$ cat src/rtl/morse_pkg.sv
// Shared constants and state encoding for the Morse sequencer and related blocks.
package morse_pkg;

  localparam logic [5:0] MAX_CODE     = 6'd35;
  localparam logic [5:0] INVALID_CODE = 6'd63;

  // Element durations in Morse time units
  localparam int DOT_UNITS      = 1;
  localparam int DASH_UNITS     = 3;
  localparam int GAP_UNITS      = 1;
  localparam int CHAR_GAP_UNITS = 3;

  typedef enum logic [1:0] {
    ST_IDLE,
    ST_MARK,
    ST_SPACE,
    ST_CHAR_GAP
  } state_t;

endpackage

$ cat src/rtl/morse_sequencer_if.sv
// Symbol request / key output bundle between the symbol source and the sequencer.
interface morse_sequencer_if;
  logic       start;
  logic       abort;
  logic [5:0] symbol_code;
  logic       ready;
  logic       key_out;
  logic       busy;
  logic [2:0] element_index;
  logic [5:0] current_code;
  logic       done;
  logic       code_error;

  modport slave (
    input  start, abort, symbol_code,
    output ready, key_out, busy, element_index, current_code, done, code_error
  );

  modport master (
    output start, abort, symbol_code,
    input  ready, key_out, busy, element_index, current_code, done, code_error
  );
endinterface

$ cat src/rtl/morse_pattern_rom.sv
// Code (0-9, A-Z) to Morse length and left-aligned pattern (bit 4 = first element, 1 = dash).
module morse_pattern_rom (
  input  logic [5:0] code_i,
  output logic [2:0] length_o,
  output logic [4:0] pattern_o
);

  logic [7:0] entry;

  // ITU table; out-of-range codes yield an empty pattern
  always_comb begin
    entry = 8'h00;
    case (code_i)
      6'd0:  entry = {3'd5, 5'b11111};
      6'd1:  entry = {3'd5, 5'b01111};
      6'd2:  entry = {3'd5, 5'b00111};
      6'd3:  entry = {3'd5, 5'b00011};
      6'd4:  entry = {3'd5, 5'b00001};
      6'd5:  entry = {3'd5, 5'b00000};
      6'd6:  entry = {3'd5, 5'b10000};
      6'd7:  entry = {3'd5, 5'b11000};
      6'd8:  entry = {3'd5, 5'b11100};
      6'd9:  entry = {3'd5, 5'b11110};
      6'd10: entry = {3'd2, 5'b01000}; // A .-
      6'd11: entry = {3'd4, 5'b10000}; // B -...
      6'd12: entry = {3'd4, 5'b10100}; // C -.-.
      6'd13: entry = {3'd3, 5'b10000}; // D -..
      6'd14: entry = {3'd1, 5'b00000}; // E .
      6'd15: entry = {3'd4, 5'b00100}; // F ..-.
      6'd16: entry = {3'd3, 5'b11000}; // G --.
      6'd17: entry = {3'd4, 5'b00000}; // H ....
      6'd18: entry = {3'd2, 5'b00000}; // I ..
      6'd19: entry = {3'd4, 5'b01110}; // J .---
      6'd20: entry = {3'd3, 5'b10100}; // K -.-
      6'd21: entry = {3'd4, 5'b01000}; // L .-..
      6'd22: entry = {3'd2, 5'b11000}; // M --
      6'd23: entry = {3'd2, 5'b10000}; // N -.
      6'd24: entry = {3'd3, 5'b11100}; // O ---
      6'd25: entry = {3'd4, 5'b01100}; // P .--.
      6'd26: entry = {3'd4, 5'b11010}; // Q --.-
      6'd27: entry = {3'd3, 5'b01000}; // R .-.
      6'd28: entry = {3'd3, 5'b00000}; // S ...
      6'd29: entry = {3'd1, 5'b10000}; // T -
      6'd30: entry = {3'd3, 5'b00100}; // U ..-
      6'd31: entry = {3'd4, 5'b00010}; // V ...-
      6'd32: entry = {3'd3, 5'b01100}; // W .--
      6'd33: entry = {3'd4, 5'b10010}; // X -..-
      6'd34: entry = {3'd4, 5'b10110}; // Y -.--
      6'd35: entry = {3'd4, 5'b11000}; // Z --..
      default: entry = 8'h00;
    endcase
  end

  assign length_o  = entry[7:5];
  assign pattern_o = entry[4:0];

endmodule

$ cat src/rtl/morse_sequencer.sv
// Keys one symbol as a timed Morse mark/space sequence with a trailing character gap.
module morse_sequencer
  import morse_pkg::*;
#(
  parameter int UNIT_CYCLES = 25000000,
  parameter int CNT_W       = 32
) (
  input  logic          clock,
  input  logic          reset,
  morse_sequencer_if.slave bus
);

  // Terminal counts per phase; the counter restarts at zero on every state entry
  localparam logic [CNT_W-1:0] DOT_LAST   = CNT_W'(DOT_UNITS      * UNIT_CYCLES - 1);
  localparam logic [CNT_W-1:0] DASH_LAST  = CNT_W'(DASH_UNITS     * UNIT_CYCLES - 1);
  localparam logic [CNT_W-1:0] GAP_LAST   = CNT_W'(GAP_UNITS      * UNIT_CYCLES - 1);
  localparam logic [CNT_W-1:0] CGAP_LAST  = CNT_W'(CHAR_GAP_UNITS * UNIT_CYCLES - 1);

  state_t           state_q;
  logic [CNT_W-1:0] cnt_q;
  logic [2:0]       len_q;
  logic [4:0]       pat_q;      // shifted left per element; bit 4 is the current element
  logic [2:0]       idx_q;
  logic [5:0]       code_q;
  logic             key_q, ready_q, busy_q, done_q, cerr_q;

  logic [2:0] rom_len;
  logic [4:0] rom_pat;

  morse_pattern_rom u_rom (
    .code_i    (bus.symbol_code),
    .length_o  (rom_len),
    .pattern_o (rom_pat)
  );

  // Sequencer FSM with unit counter; all outputs registered
  always_ff @(posedge clock or posedge reset) begin
    if (reset) begin
      state_q <= ST_IDLE;
      cnt_q   <= '0;
      len_q   <= '0;
      pat_q   <= '0;
      idx_q   <= '0;
      code_q  <= INVALID_CODE;
      key_q   <= 1'b0;
      ready_q <= 1'b1;
      busy_q  <= 1'b0;
      done_q  <= 1'b0;
      cerr_q  <= 1'b0;
    end else begin
      done_q <= 1'b0;
      cerr_q <= 1'b0;
      if (state_q == ST_IDLE) begin
        // abort in idle suppresses a simultaneous start
        if (bus.start && !bus.abort) begin
          if (bus.symbol_code > MAX_CODE) begin
            cerr_q <= 1'b1;
          end else begin
            code_q  <= bus.symbol_code;
            len_q   <= rom_len;
            pat_q   <= rom_pat;
            idx_q   <= '0;
            cnt_q   <= '0;
            key_q   <= 1'b1;
            ready_q <= 1'b0;
            busy_q  <= 1'b1;
            state_q <= ST_MARK;
          end
        end
      end else if (bus.abort) begin
        state_q <= ST_IDLE;
        cnt_q   <= '0;
        idx_q   <= '0;
        key_q   <= 1'b0;
        ready_q <= 1'b1;
        busy_q  <= 1'b0;
      end else begin
        case (state_q)
          ST_MARK: begin
            if (cnt_q == (pat_q[4] ? DASH_LAST : DOT_LAST)) begin
              cnt_q   <= '0;
              key_q   <= 1'b0;
              state_q <= (idx_q + 3'd1 < len_q) ? ST_SPACE : ST_CHAR_GAP;
            end else begin
              cnt_q <= cnt_q + CNT_W'(1);
            end
          end
          ST_SPACE: begin
            if (cnt_q == GAP_LAST) begin
              cnt_q   <= '0;
              idx_q   <= idx_q + 3'd1;
              pat_q   <= {pat_q[3:0], 1'b0};
              key_q   <= 1'b1;
              state_q <= ST_MARK;
            end else begin
              cnt_q <= cnt_q + CNT_W'(1);
            end
          end
          ST_CHAR_GAP: begin
            if (cnt_q == CGAP_LAST) begin
              cnt_q   <= '0;
              idx_q   <= '0;
              ready_q <= 1'b1;
              busy_q  <= 1'b0;
              done_q  <= 1'b1;
              state_q <= ST_IDLE;
            end else begin
              cnt_q <= cnt_q + CNT_W'(1);
            end
          end
          default: state_q <= ST_IDLE;
        endcase
      end
    end
  end

  assign bus.ready         = ready_q;
  assign bus.busy          = busy_q;
  assign bus.key_out       = key_q;
  assign bus.element_index = idx_q;
  assign bus.current_code  = code_q;
  assign bus.done          = done_q;
  assign bus.code_error    = cerr_q;

endmodule

$ cat src/flat_wrapper.sv
// flat-port wrapper written by rule: the top's interface ports become plain ports
module morse_sequencer_flat import morse_pkg::*;
#(
  parameter int UNIT_CYCLES = 25000000,
  parameter int CNT_W       = 32
)
  (clock, reset, bus_start, bus_abort, bus_symbol_code, bus_ready, bus_key_out, bus_busy, bus_element_index, bus_current_code, bus_done, bus_code_error);
  morse_sequencer_if bus_i ();
  input  logic clock;
  input  logic reset;
  input wire logic [$bits(bus_i.start)-1:0] bus_start;
  input wire logic [$bits(bus_i.abort)-1:0] bus_abort;
  input wire logic [$bits(bus_i.symbol_code)-1:0] bus_symbol_code;
  output wire logic [$bits(bus_i.ready)-1:0] bus_ready;
  output wire logic [$bits(bus_i.key_out)-1:0] bus_key_out;
  output wire logic [$bits(bus_i.busy)-1:0] bus_busy;
  output wire logic [$bits(bus_i.element_index)-1:0] bus_element_index;
  output wire logic [$bits(bus_i.current_code)-1:0] bus_current_code;
  output wire logic [$bits(bus_i.done)-1:0] bus_done;
  output wire logic [$bits(bus_i.code_error)-1:0] bus_code_error;
  assign bus_i.start = bus_start;
  assign bus_i.abort = bus_abort;
  assign bus_i.symbol_code = bus_symbol_code;
  assign bus_ready = bus_i.ready;
  assign bus_key_out = bus_i.key_out;
  assign bus_busy = bus_i.busy;
  assign bus_element_index = bus_i.element_index;
  assign bus_current_code = bus_i.current_code;
  assign bus_done = bus_i.done;
  assign bus_code_error = bus_i.code_error;
  morse_sequencer #(.UNIT_CYCLES(UNIT_CYCLES), .CNT_W(CNT_W)) u_core (.clock(clock), .reset(reset), .bus(bus_i));
endmodule
$ cat config.mk
export PLATFORM = sky130hd
export DESIGN_NAME = morse_sequencer_flat
export DESIGN_NICKNAME = d
export VERILOG_FILES = /design/src/rtl/morse_pkg.sv /design/src/rtl/morse_sequencer_if.sv /design/src/rtl/morse_pattern_rom.sv /design/src/rtl/morse_sequencer.sv /design/src/flat_wrapper.sv
export SDC_FILE = /design/constraint.sdc
export NUM_CORES = 1
export LEC_CHECK = 0
export ABC_AREA = 1
export CAP_MARGIN = 20
export CELL_PAD_IN_SITES_DETAIL_PLACEMENT = 1
export CELL_PAD_IN_SITES_GLOBAL_PLACEMENT = 1
export CORE_MARGIN = 10
export CORE_UTILIZATION = 25
export DETAILED_ROUTE_END_ITERATION = 8
export PLACE_DENSITY = 0.57
export REMOVE_ABC_BUFFERS = 1
export SLEW_MARGIN = 20
export SYNTH_ARGS = -nofsm -noshare
export SYNTH_HDL_FRONTEND = slang
export SYNTH_HIERARCHICAL = 1
export SYNTH_SLANG_ARGS = --single-unit
$ cat constraint.sdc
create_clock -name clock -period 1.9 [get_ports clock]
set_clock_uncertainty 0.2 [all_clocks]
set_input_delay 0.38 -clock clock [delete_from_list [all_inputs] [get_ports clock]]
set_output_delay 0.38 -clock clock [all_outputs]
set_load 0.02 [all_outputs]
==> results of run 1 <==
worst max-delay path: stages (launching register included):
cell     delay [ns]
dfrtp_1        0.40
inv_2          0.08
ha_4           0.19
buf_6          0.13
nand3_4        0.08
nand2_4        0.07
nor2_4         0.24
buf_4          0.17
buf_6          0.09
buf_6          0.12
a31oi_4        0.08
a21oi_1        0.12
sequential cells by signal, summed over array words and instances (netlist names):
register and cells:
u_core/pat_q 5, u_core/cnt_q 32, u_core/bus.ready 1, u_core/len_q 3
u_core/bus.current_code 6, u_core/state_q 2, u_core/bus.element_index 3, u_core/bus.done 1
u_core/bus.key_out 1, u_core/bus.busy 1, u_core/bus.code_error 1
path summary, 6_finish.rpt:
check                           slack, ns  cells after the start                                    from                                     end
worst min register to register       0.27                      2  u_core/bus.current_code[5]$_DFFE_PP1P_  u_core/bus.current_code[5]$_DFFE_PP1P_
min in group clock                   0.27                      2  u_core/bus.current_code[5]$_DFFE_PP1P_  u_core/bus.current_code[5]$_DFFE_PP1P_
worst max register to register      -0.14                     11           u_core/state_q[0]$_DFFE_PP0P_            u_core/cnt_q[12]$_DFFE_PP0P_
max in group asynchronous            0.93                      3                                   reset            u_core/bus.ready$_DFFE_PP1P_
worst max-delay path                -0.14                     11           u_core/state_q[0]$_DFFE_PP0P_            u_core/cnt_q[12]$_DFFE_PP0P_
worst min-delay path                 0.24                      3                                   reset             u_core/cnt_q[3]$_DFFE_PP0P_
Yosys cell counts, drive strengths merged:
cell type / count / area share [%]
bufinv: 1 / 0.38
dfstp: 7 / 4.0
clkinv: 2 / 0.16
nand2: 239 / 20
nand3: 98 / 11
a21oi: 26 / 3.0
xor2: 4 / 0.75
nor3: 12 / 2.1
buf: 19 / 3.4
nor2: 85 / 8.2
dfrtp: 49 / 26
nor4: 1 / 0.13
ha: 15 / 4.0
clkbuf: 1 / 0.081
mux2i: 4 / 0.86
a31oi: 3 / 0.40
xnor2: 2 / 0.38
nand4: 10 / 1.3
o21ai: 39 / 4.2
or2: 1 / 0.13
o21a: 1 / 0.16
inv: 100 / 8.3
through the flow:
step / cell area (um2) / instances
after detailed placement: 6075 / 1092
after global routing: 7511 / 1148
after floorplan: 4487 / 699
after CTS: 6955 / 1129
after global placement: 6075 / 1092
final: 7511 / 1148
logic make-up (layout without fill, tap and decap cells):
kind of cell / after synthesis / count (layout) / synth area share [%]
adder cells (fa/ha/maj): 15 / 15 / 4.038
multiplexers: 4 / 4 / 0.8614
AO/OA/AOI/OAI: 69 / 69 / 7.806
XOR/XNOR: 6 / 6 / 1.131
buffers and inverters: 123 / 320 / 12.30
AND/OR/NAND/NOR: 446 / 449 / 43.53
flip-flops: 56 / 56 / 30.34
power groups by stage:
| stage | clock network, W | logic (W) | registers, W |
|---|---|---|---|
| detailed placement | 0 | 0.00293 | 0.00163 |
| CTS | 0.00117 | 0.00383 | 0.00162 |
| global route | 0.00122 | 0.00457 | 0.00166 |
| global placement | 0 | 0.00284 | 0.00162 |
| finish | 0.00115 | 0.00422 | 0.00162 |
| floorplan | 0 | 0.00130 | 0.00176 |
timing repair:
| item | CTS | global route |
|---|---|---|
| buffers inserted | 26 | 20 |
| pin swaps | 44 | 42 |
| endpoints found under the setup margin | 62 | 57 |
| cloned | 4 | 2 |
| resized for setup | 164 | 132 |
| hold buffers | 0 | 0 |
metal layers:
metal	GRT usage, %	vias up	wire, um
met5	0	-	0
met4	3.730	0	401
met3	2.357	30	772
met2	27.61	90	10060
met1	19.76	2760	8561
li1	-	2688	-
final cells by class:
cell class	instances	share of cell area, %
multi-input combinational	543	46.01
timing repair buffer	209	23.29
sequential	56	19.02
inverter	103	5.564
tap	229	3.815
clock buffer	5	1.666
clock inverter	3	0.6330
==> impl_metrics.py, run 1 <==
metrics = {
    "placement": {
        "numPortBuffers": 23,
        "dpl_worst_slack_ns": -0.6447,
        "post-dp-hpwl_um": 13860,
        "globalplace.congestion": 0.8717,
    },
    "finish": {
        "finish.utilization_pct": 41.39,
        "drive_gt1_share_pct": 46.57,
        "fillerInstances": 2260,
        "seq_area_mm2": 0.001429,
        "final_common_cell": "nand2_1",
        "multi_input_area_mm2": 0.003456,
        "fin_nets": 943,
        "diodes": 0,
        "syn_to_final_growth_pct": 61.59,
        "final_cell_mix": "185 x nand2_1, 156 x buf_4, 65 x inv_1",
    },
    "synthesis": {
        "netlist_instances": 719,
        "syn_avg_cell_area_um2": 6.465,
        "ys_seq_elements": 56,
        "synth_warnings": 6,
        "synth.distinct_cells": 40,
        "yosysSeqAreaShare_pct": 30.34,
        "syn-cell-area_mm2": 0.004648,
    },
    "clocking": {
        "cts_buffers": 5,
        "clockBufferDepth": 2,
        "clock-sinks": 56,
        "clock-root-buffer": "clkbuf_16",
        "cts_htree_levels": 2,
        "clkLatencyLatePin_ns": 0.31,
        "cts_tree": "built",
        "clk_pin_slew_worst_paths_ns": 0.08,
    },
    "timing": {
        "worstMarginPinSlew_ns": 0.3525,
        "setup_ws_ns": -0.1431,
        "finalCriticalPeriod_ns": 2.043,
        "setup_viol_count_final": 39,
        "hold_violations": 0,
        "slew_headroom_pct": 76.50,
        "max_freq_mhz": 489.4,
        "whs_ns": 0.2363,
        "tns_ns": -2.568,
        "drv_slew": 0,
        "period_share_pct": 107.5,
        "rsz0062_at_grt": "true",
    },
    "setup_path": {
        "worstSetupPathType": "flop to flop",
        "critPathMaxFanout": 5,
        "arrival_ns": 2.08,
        "start_kind": "flop",
        "end_kind": "flop",
        "critPathRequiredTime_ns": 1.94,
    },
    "pwr": {
        "p_sw_share_pct": 43.95,
        "net-switching-power_w": 0.003073,
        "clkPwrFrac_pct": 16.5,
        "ir_drop_uv": 705.3,
        "power.density_mw_per_mm2": 930.8,
        "seq_power_share_pct": 23.2,
        "power_w": 0.006991,
        "power.leakage_nw": 3.577,
        "combPwrFrac_pct": 60.3,
        "p_int_w": 0.003918,
    },
    "floorplan": {
        "row_count": 49,
        "die_h_um": 156.4,
        "core-area_mm2": 0.01815,
        "initial_utilization_pct": 25.61,
        "die_w_um": 156.4,
        "design.die.area_mm2": 0.02445,
        "io_pins": 24,
    },
    "job": {
        "drv_cap": 0,
    },
    "grt": {
        "grt_start_max_net_pins": 57,
        "antenna_found_initial": 0,
        "grt_first_pass_wirelength_um": 30860,
        "gr-total-overflow": 0,
        "grt_pass1_vias": 5848,
        "grt_use_total_pct": 15.72,
    },
    "routing": {
        "ant_nets": 0,
        "remaining_drc_errors": 0,
        "first_pass_iters": 4,
        "drt_iter0_drc": 365,
        "routed_via_density": 4.850,
        "num_vias": 5568,
        "detail_route.wl_per_cell_um": 17.24,
        "routed_wl_um": 19790,
    },
    "hold_path": {
        "hp-class": "primary input to asynchronous set/reset pin",
    },
    "outcome": {
        "violations": "negative setup slack",
        "status": "finished, violations left",
    },
}
Note: power is estimated with default switching activity, not from simulation.
==> run 2, diff against run 1 <==
--- a/config.mk
+++ b/config.mk
@@ -6,7 +6,7 @@
 export NUM_CORES = 1
 export LEC_CHECK = 0
 export ABC_AREA = 1
-export CAP_MARGIN = 20
+export CAP_MARGIN = 0
 export CELL_PAD_IN_SITES_DETAIL_PLACEMENT = 1
 export CELL_PAD_IN_SITES_GLOBAL_PLACEMENT = 1
 export CORE_MARGIN = 10
==> results of run 2 <==
No change in the layout: final DEF, timing and power equal those of run 1.
